**config.mk**
```make
export PLATFORM = sky130hd
export DESIGN_NAME = bcd_change_ctrl
export DESIGN_NICKNAME = d
export VERILOG_FILES = /design/src/rtl/bcd_pkg.sv /design/src/rtl/bcd_digit_sub.sv /design/src/rtl/bcd_change_ctrl.sv
export SDC_FILE = /design/constraint.sdc
export NUM_CORES = 1
export LEC_CHECK = 0
export ABC_CLOCK_PERIOD_IN_PS = 4400
export CAP_MARGIN = 10
export CORE_MARGIN = 2
export CORE_UTILIZATION = 55
export CTS_BUF_LIST = sky130_fd_sc_hd__clkbuf_4 sky130_fd_sc_hd__clkbuf_8
export DETAILED_ROUTE_END_ITERATION = 7
export HOLD_SLACK_MARGIN = 0.15
export PLACE_DENSITY = 0.81
export SYNTH_ARGS = -nofsm -noshare
export SYNTH_HDL_FRONTEND = slang
export SYNTH_SLANG_ARGS = --single-unit
```
**constraint.sdc**
```tcl
create_clock -name clk -period 4.4 [get_ports clk]
set_input_delay 1.32 -clock clk [delete_from_list [all_inputs] [get_ports clk]]
set_output_delay 1.32 -clock clk [all_outputs]
set_load 0.005 [all_outputs]
```
**src/rtl/bcd_pkg.sv**
```systemverilog
// Shared BCD definitions for the change sequencer.
// Digit width, radix, FSM states and a digit validity helper.
package bcd_pkg;

  localparam int BCD_DIGIT_W = 4;
  localparam int BCD_BASE    = 10;

  typedef logic [BCD_DIGIT_W-1:0] bcd_digit_t;

  typedef enum logic [1:0] {
    IDLE,
    CHECK,
    SUB,
    DONE
  } bcd_state_e;

  function automatic logic is_bcd(bcd_digit_t d);
    return d < bcd_digit_t'(BCD_BASE);
  endfunction

endpackage

```
**src/rtl/bcd_digit_sub.sv**
```systemverilog
// Single BCD digit subtractor with borrow in/out.
// Purely combinational; shared across all digit positions.
module bcd_digit_sub
  import bcd_pkg::*;
(
  input  bcd_digit_t c,
  input  bcd_digit_t p,
  input  logic       b_in,
  output bcd_digit_t d,
  output logic       b_out
);

  logic [4:0] c5;
  logic [4:0] pb5;
  logic [4:0] d5;

  // Subtract in 5 bits, add the radix back when a borrow is needed
  always_comb begin
    c5  = {1'b0, c};
    pb5 = {1'b0, p} + {4'd0, b_in};
    if (c5 >= pb5) begin
      d5    = c5 - pb5;
      b_out = 1'b0;
    end else begin
      d5    = c5 + 5'(BCD_BASE) - pb5;
      b_out = 1'b1;
    end
  end

  assign d = bcd_digit_t'(d5);

endmodule

```
**src/rtl/bcd_change_ctrl.sv**
```systemverilog
// Change sequencer: change = credit - price, one BCD digit per clock.
// Optional macro BCD_CHECK_EN adds a non-BCD digit check in CHECK.
module bcd_change_ctrl
  import bcd_pkg::*;
#(
  parameter int DIGITS = 3
) (
  input  logic                      clk,
  input  logic                      rst_n,
  input  logic                      start,
  input  logic [4*DIGITS-1:0]       credit,
  input  logic [4*DIGITS-1:0]       price,
  output logic                      busy,
  output logic                      done,
  output logic                      insufficient,
  output logic                      invalid_bcd,
  output logic [4*DIGITS-1:0]       change
);

  localparam int W     = BCD_DIGIT_W * DIGITS;
  localparam int IDX_W = (DIGITS > 1) ? $clog2(DIGITS) : 1;
  localparam logic [IDX_W-1:0] LAST = IDX_W'(DIGITS - 1);

  bcd_state_e       state_q, state_d;
  logic [W-1:0]     cred_q, cred_d;
  logic [W-1:0]     price_q, price_d;
  logic [W-1:0]     chg_q, chg_d;
  logic [IDX_W-1:0] idx_q, idx_d;
  logic             borrow_q, borrow_d;
  logic             busy_q, busy_d;
  logic             done_q, done_d;
  logic             insuf_q, insuf_d;
  logic             inval_q, inval_d;

  bcd_digit_t       c_dig;
  bcd_digit_t       p_dig;
  bcd_digit_t       d_dig;
  logic             b_out;

  // Select the operand digits at the current index
  always_comb begin
    c_dig = '0;
    p_dig = '0;
    for (int i = 0; i < DIGITS; i++) begin
      if (idx_q == IDX_W'(i)) begin
        c_dig = cred_q[i*BCD_DIGIT_W +: BCD_DIGIT_W];
        p_dig = price_q[i*BCD_DIGIT_W +: BCD_DIGIT_W];
      end
    end
  end

  bcd_digit_sub u_sub (
    .c     (c_dig),
    .p     (p_dig),
    .b_in  (borrow_q),
    .d     (d_dig),
    .b_out (b_out)
  );

`ifdef BCD_CHECK_EN
  logic non_bcd;

  // Any latched digit above 9 marks the operation invalid
  always_comb begin
    non_bcd = 1'b0;
    for (int i = 0; i < DIGITS; i++) begin
      if (!is_bcd(cred_q[i*BCD_DIGIT_W +: BCD_DIGIT_W]) ||
          !is_bcd(price_q[i*BCD_DIGIT_W +: BCD_DIGIT_W]))
        non_bcd = 1'b1;
    end
  end
`endif

  // Next-state and registered-output computation
  always_comb begin
    state_d  = state_q;
    cred_d   = cred_q;
    price_d  = price_q;
    chg_d    = chg_q;
    idx_d    = idx_q;
    borrow_d = borrow_q;
    busy_d   = busy_q;
    done_d   = 1'b0;
    insuf_d  = insuf_q;
    inval_d  = inval_q;
    unique case (state_q)
      IDLE: begin
        if (start) begin
          cred_d  = credit;
          price_d = price;
          chg_d   = '0;
          insuf_d = 1'b0;
          inval_d = 1'b0;
          busy_d  = 1'b1;
          state_d = CHECK;
        end
      end
      CHECK: begin
`ifdef BCD_CHECK_EN
        if (non_bcd) begin
          inval_d = 1'b1;
          insuf_d = 1'b0;
          chg_d   = '0;
          done_d  = 1'b1;
          state_d = DONE;
        end else
`endif
        if (cred_q < price_q) begin
          insuf_d = 1'b1;
          chg_d   = cred_q;
          done_d  = 1'b1;
          state_d = DONE;
        end else begin
          idx_d    = '0;
          borrow_d = 1'b0;
          state_d  = SUB;
        end
      end
      SUB: begin
        for (int i = 0; i < DIGITS; i++) begin
          if (idx_q == IDX_W'(i))
            chg_d[i*BCD_DIGIT_W +: BCD_DIGIT_W] = d_dig;
        end
        borrow_d = b_out;
        if (idx_q == LAST) begin
          idx_d   = '0;
          done_d  = 1'b1;
          state_d = DONE;
        end else begin
          idx_d = idx_q + 1'b1;
        end
      end
      DONE: begin
        busy_d  = 1'b0;
        state_d = IDLE;
      end
      default: begin
        busy_d  = 1'b0;
        state_d = IDLE;
      end
    endcase
  end

  // State and output registers, async active-low reset
  always_ff @(posedge clk or negedge rst_n) begin
    if (!rst_n) begin
      state_q  <= IDLE;
      cred_q   <= '0;
      price_q  <= '0;
      chg_q    <= '0;
      idx_q    <= '0;
      borrow_q <= 1'b0;
      busy_q   <= 1'b0;
      done_q   <= 1'b0;
      insuf_q  <= 1'b0;
      inval_q  <= 1'b0;
    end else begin
      state_q  <= state_d;
      cred_q   <= cred_d;
      price_q  <= price_d;
      chg_q    <= chg_d;
      idx_q    <= idx_d;
      borrow_q <= borrow_d;
      busy_q   <= busy_d;
      done_q   <= done_d;
      insuf_q  <= insuf_d;
      inval_q  <= inval_d;
    end
  end

  assign busy         = busy_q;
  assign done         = done_q;
  assign insufficient = insuf_q;
  assign change       = chg_q;
`ifdef BCD_CHECK_EN
  assign invalid_bcd  = inval_q;
`else
  assign invalid_bcd  = 1'b0;
`endif

endmodule

```
==> results.txt, run 1 <==
The startpoint identified for the worst register-to-register timing path is idx_q[0]. The multi-input combinational cells in the finished layout cover a total of 1520 um2. The post-synthesis net count came out at 319. For this run, the leading register cell type out of synthesis is dfrtp_1.

The delay of the slowest critical-path stage was 560 ps. The complex-gate fraction of the synthesized area is 15.8%. A synthesized cell averages 10.4 um2. Subtracting the final worst setup slack from the clock period gives 3970 ps. After filler insertion, the fill cell instance count of the layout stands at 365.

The final max-slew violation count came out at 0. After Yosys synthesis, XOR and XNOR cells account for 1.27% of the synthesized area. Once detail routing completed, the nets flagged for antenna violations numbered 0. The adder-cell area share of the yosys netlist was 12.7%.

In this run, synthesis produced a sequential element count of 44. The run finished with clean final reports. The critical path goes through nor2b_1, inv_1, o22ai_1, ha_1, ha_1, inv_1, ha_1, inv_1, ha_1, inv_1, fa_1, xor2_1, or2_2, a2bb2oi_1, a211oi_1, o2bb2ai_1. For the number of buffers between clock root and the deepest sink, the log shows 2. Summing internal, switching and leakage power gives 0.00307 W. After detailed routing, the total wire length is 5840 um.

At the pin with the least slew margin, the transition time is 964 ps. Summed over all cells, the static leakage comes to 1.47 nW. Number of buffers inserted by post-CTS setup repair: 0. The number of buffers and inverters on the critical path was 4; the total routing resource utilization after global routing was 22.9%. Synthesis produced a netlist whose cell count is 265.

Prior to clock tree synthesis, the placed netlist has a worst setup slack of 489 ps. Among cell families on the critical path, the largest total delay comes from adder cells. The startpoint class of the critical path was a flip-flop. The placer congestion estimate was 1.02; the fraction of synthesis flops using an asynchronous set or reset pin was 100%. The maximum fanout count along the critical path was 12.

The worst setup path is captured at a flip-flop. Sorting the synthesized cells by how often they occur yields 44 x dfrtp_1, 26 x mux2_2, 25 x ha_1. In this run the clock root is driven by a clkbuf_8. The count of nets after finishing is 358. Counting tap cells, the placed design contains a total of 364 instances.

Clock tree synthesis found a total of 44 sinks. The path with the worst hold slack has its endpoint at change[11]. The logs give 2 for the H-tree level count and 9580 um for the wire length of the first global-routing pass. The path depth of the worst reg2reg path came out at 16. The worst hold path belongs to the class reg2reg.

The floorplan step defined a die boundary enclosing 5620 um2. The run gives 35.6% as the normalized max-slew margin. The logs give 2770 um2 for the area of the mapped netlist and 1980 for the number of global-route vias before repair. The type of the setup path with the least slack was reg2reg. The endpoint identified for the worst register-to-register timing path is change[7]. The detail-routed via count per cell came out at 5.64. The number of antenna violations at the first check in global routing is 0. The number of enable flip-flop cells after synthesis works out to 0.

In the post-synthesis netlist, the biggest area contributors are dfrtp_1 40%, ha_1 11%, mux2_2 11%, inv_1 3.3%, mux2i_1 2.9%. VDD sags by at most 0.450 mV. The number of DRC markers in iteration 0 was 121. Among all stages on the critical path, the largest delay is contributed by dfrtp_1.

The chip height was 75.0 um; the total number of yosys warnings was 0. The final-report hold violation count came out at 0. The HPWL after detailed placement is 4540 um. Registers take 1100 um2.

The pre-antenna-repair detailed-routing pass consisted of 4 iterations. After detailed routing, the number of remaining DRC violations is 0. Max-cap violations in this run came to 0. Compared with the post-synthesis result, the final layout area differs by 20.2%.

Cells with a size suffix above 1 make up 15.1% of the layout. The run gives 430 ps as the worst setup slack for register-to-register paths. STA puts the critical path data required time at 4640 ps. The routed via count was 2098; the count of hold buffers inserted by post-cts repair was 0. The count of distinct cell types in the synthesized netlist came out at 49. The main combinational cell family by area after synthesis is compound AO/OA/AOI/OAI gates. After synthesis, the largest area contributor takes up 39.8% of total cell area. Floorplan die width: 75.0 um. The number of rows created at floorplan is 25.

The clock arrives with 10.9 ps of skew. The port buffer count was 41. The share of the Yosys chip area taken by registers is 39.8%.

The logs give 372 for the final cell count without fillers and 0.252 GHz for the peak clock frequency supported by timing. TritonCTS built the clock tree. Dividing total power by cell area gives a power density of 922 nW/um2.

In the finished design, the share of the clock period the worst path needs comes to 90.3%. Entering global routing, the biggest net connects 45 pins. Setup repair after global routing left no endpoint under its margin. The cell depth of the worst min-delay path is 1. Once the clock tree was built, the resizer swapped 0 gates to a different size. Most frequent cell after synthesis: dfrtp_1.

The tools report the setup-violating endpoint count in the final report as 0. The insertion delay of the later-clocked pin in the worst-skew pair was 310 ps; the effective utilization at floorplan was 57.9%. After clock tree synthesis, the clock-pin slew on the worst setup and hold paths is 90 ps.

Setup slack closes at 427 ps. The run gives 4210 ps as the arrival time reported for the critical path endpoint. After routing, the total negative slack on setup checks comes to 0 ps. Number of ports placed on the die boundary: 43.

The largest total area in the synthesized netlist belongs to dfrtp_1. Final hold analysis gives a worst-case slack of 494 ps. The global route total overflow is 0, and the post-detailed-route wirelength per cell is 15.7 um. Measured against the total synthesized area, the mux share comes to 14.0%. The startpoint identified for the worst hold timing path is change[11]. The synthesized-area fraction occupied by and/or/nand/nor cells was 10.9%; the core outline area was 4790 um2. The number of clock buffers inserted by TritonCTS was 5; the diode insertion count for antenna repair was 0.
## through the flow
step | area (um2) | utilization [%]
floorplan | 2770 | -
global placement | 3210 | 67.0
detailed placement | 3210 | 67.0
CTS | 3330 | 69.6
global route | 3330 | 69.6
finish | 3330 | 69.6
## cell families after synthesis
family	Yosys count
and+or+nand+nor	58
DFF	44
muxes	35
AOI/OAI and AO/OA	62
buffers and inverters	34
adders and majority gates	27
other	1
xor gates and xnor gates	4
## power breakdown
| group | switching (W) | internal (W) | total, W | leakage (nW) |
|---|---|---|---|---|
| clock network | 0.000143 | 0.000186 | 0.000328 | 0.0614 |
| logic | 0.00103 | 0.000931 | 0.00196 | 0.869 |
| registers | 0.000191 | 0.000590 | 0.000781 | 0.544 |
| total | 0.00136 | 0.00171 | 0.00307 | 1.47 |
## worst reg2reg max path, cell delays in order (launching register included)
cell       delay (ps)
dfrtp_1           560
nor2b_1           450
inv_1             160
o22ai_1           190
ha_1              200
ha_1              250
inv_1             110
ha_1              250
inv_1              80
ha_1              150
inv_1              50
fa_1              420
xor2_1            180
or2_2             310
a2bb2oi_1         290
a211oi_1           80
o2bb2ai_1         170
## flip-flops by register name, indices dropped and copies added (netlist names)
name and count:
idx_q 2, insufficient 1, state_q 2, price_q 12
cred_q 12, busy 1, change 12, borrow_q 1
done 1
## how the worst max path moves through the flow
stage / startpoint / to / slack (ps) / cells after the start
finish: idx_q[0] / change[7] / 430 / 16
global route: idx_q[0] / change[7] / 170 / 16
CTS: idx_q[0] / change[7] / 470 / 16
detailed placement: idx_q[0] / change[7] / 490 / 16
global placement: idx_q[0] / change[7] / 750 / 16
floorplan: idx_q[0] / change[7] / 1180 / 16
## routing by layer
metal	routed length (um)	vias to the layer above	GRT usage (%)
met4	128	0	7.74
met3	319	15	5.89
met1	2690	986	30.8
met2	2700	66	36.1
met5	0	-	0
li1	-	1031	-
## area by class of cell
cell class | count | area share [%]
timing repair buffer | 42 | 12.4
clock buffer | 6 | 2.48
sequential | 44 | 33.1
multi-input combinational | 187 | 45.7
inverter | 24 | 2.71
tap | 67 | 2.52
clock inverter | 2 | 1.16
## cell usage in the layout, fill, tap and decap left out, types with 2 or more instances in the layout
cell type        count
clkdlybuf4s50_1     40
nand2b_1             3
a221oi_1             3
mux2_2              26
or3_1                2
nand3_1              7
nor2_1               5
and2_1               2
nor2b_1              5
and3_2               2
a21boi_0             4
ha_1                25
nand2_1             20
inv_1               24
dfrtp_1             44
o21ai_0             10
and4_1               2
xor2_1               3
o22ai_1              3
a21oi_1             10
nand4_1              4
fa_1                 2
o2bb2ai_1            9
a211oi_1             4
mux2i_1              8
a31oi_1              7
clkbuf_8             6
or2_2                2
o21a_1               2
No activity file was read; power rests on OpenSTA's default activity.
==> run 2, diff against run 1 <==
--- a/config.mk
+++ b/config.mk
@@ -13,6 +13,7 @@
 export DETAILED_ROUTE_END_ITERATION = 7
 export HOLD_SLACK_MARGIN = 0.15
 export PLACE_DENSITY = 0.81
+export SLEW_MARGIN = 20
 export SYNTH_ARGS = -nofsm -noshare
 export SYNTH_HDL_FRONTEND = slang
 export SYNTH_SLANG_ARGS = --single-unit
==> constraint.sdc (replaced) <==
create_clock -name clk -period 4.4 [get_ports clk]
set_input_delay 1.1 -clock clk [delete_from_list [all_inputs] [get_ports clk]]
set_output_delay 1.1 -clock clk [all_outputs]
set_load 0.005 [all_outputs]
==> results of run 2 <==
The final DEF is identical to that of run 1. Status: completed.
==> run 3, diff against run 2 <==
--- a/config.mk
+++ b/config.mk
@@ -5,13 +5,12 @@
 export SDC_FILE = /design/constraint.sdc
 export NUM_CORES = 1
 export LEC_CHECK = 0
-export ABC_CLOCK_PERIOD_IN_PS = 4400
 export CAP_MARGIN = 10
 export CORE_MARGIN = 2
 export CORE_UTILIZATION = 55
 export CTS_BUF_LIST = sky130_fd_sc_hd__clkbuf_4 sky130_fd_sc_hd__clkbuf_8
 export DETAILED_ROUTE_END_ITERATION = 7
-export HOLD_SLACK_MARGIN = 0.15
+export HOLD_SLACK_MARGIN = 0.05
 export PLACE_DENSITY = 0.81
 export SLEW_MARGIN = 20
 export SYNTH_ARGS = -nofsm -noshare
==> results of run 3 <==
The final DEF is identical to that of run 1. Status: completed.
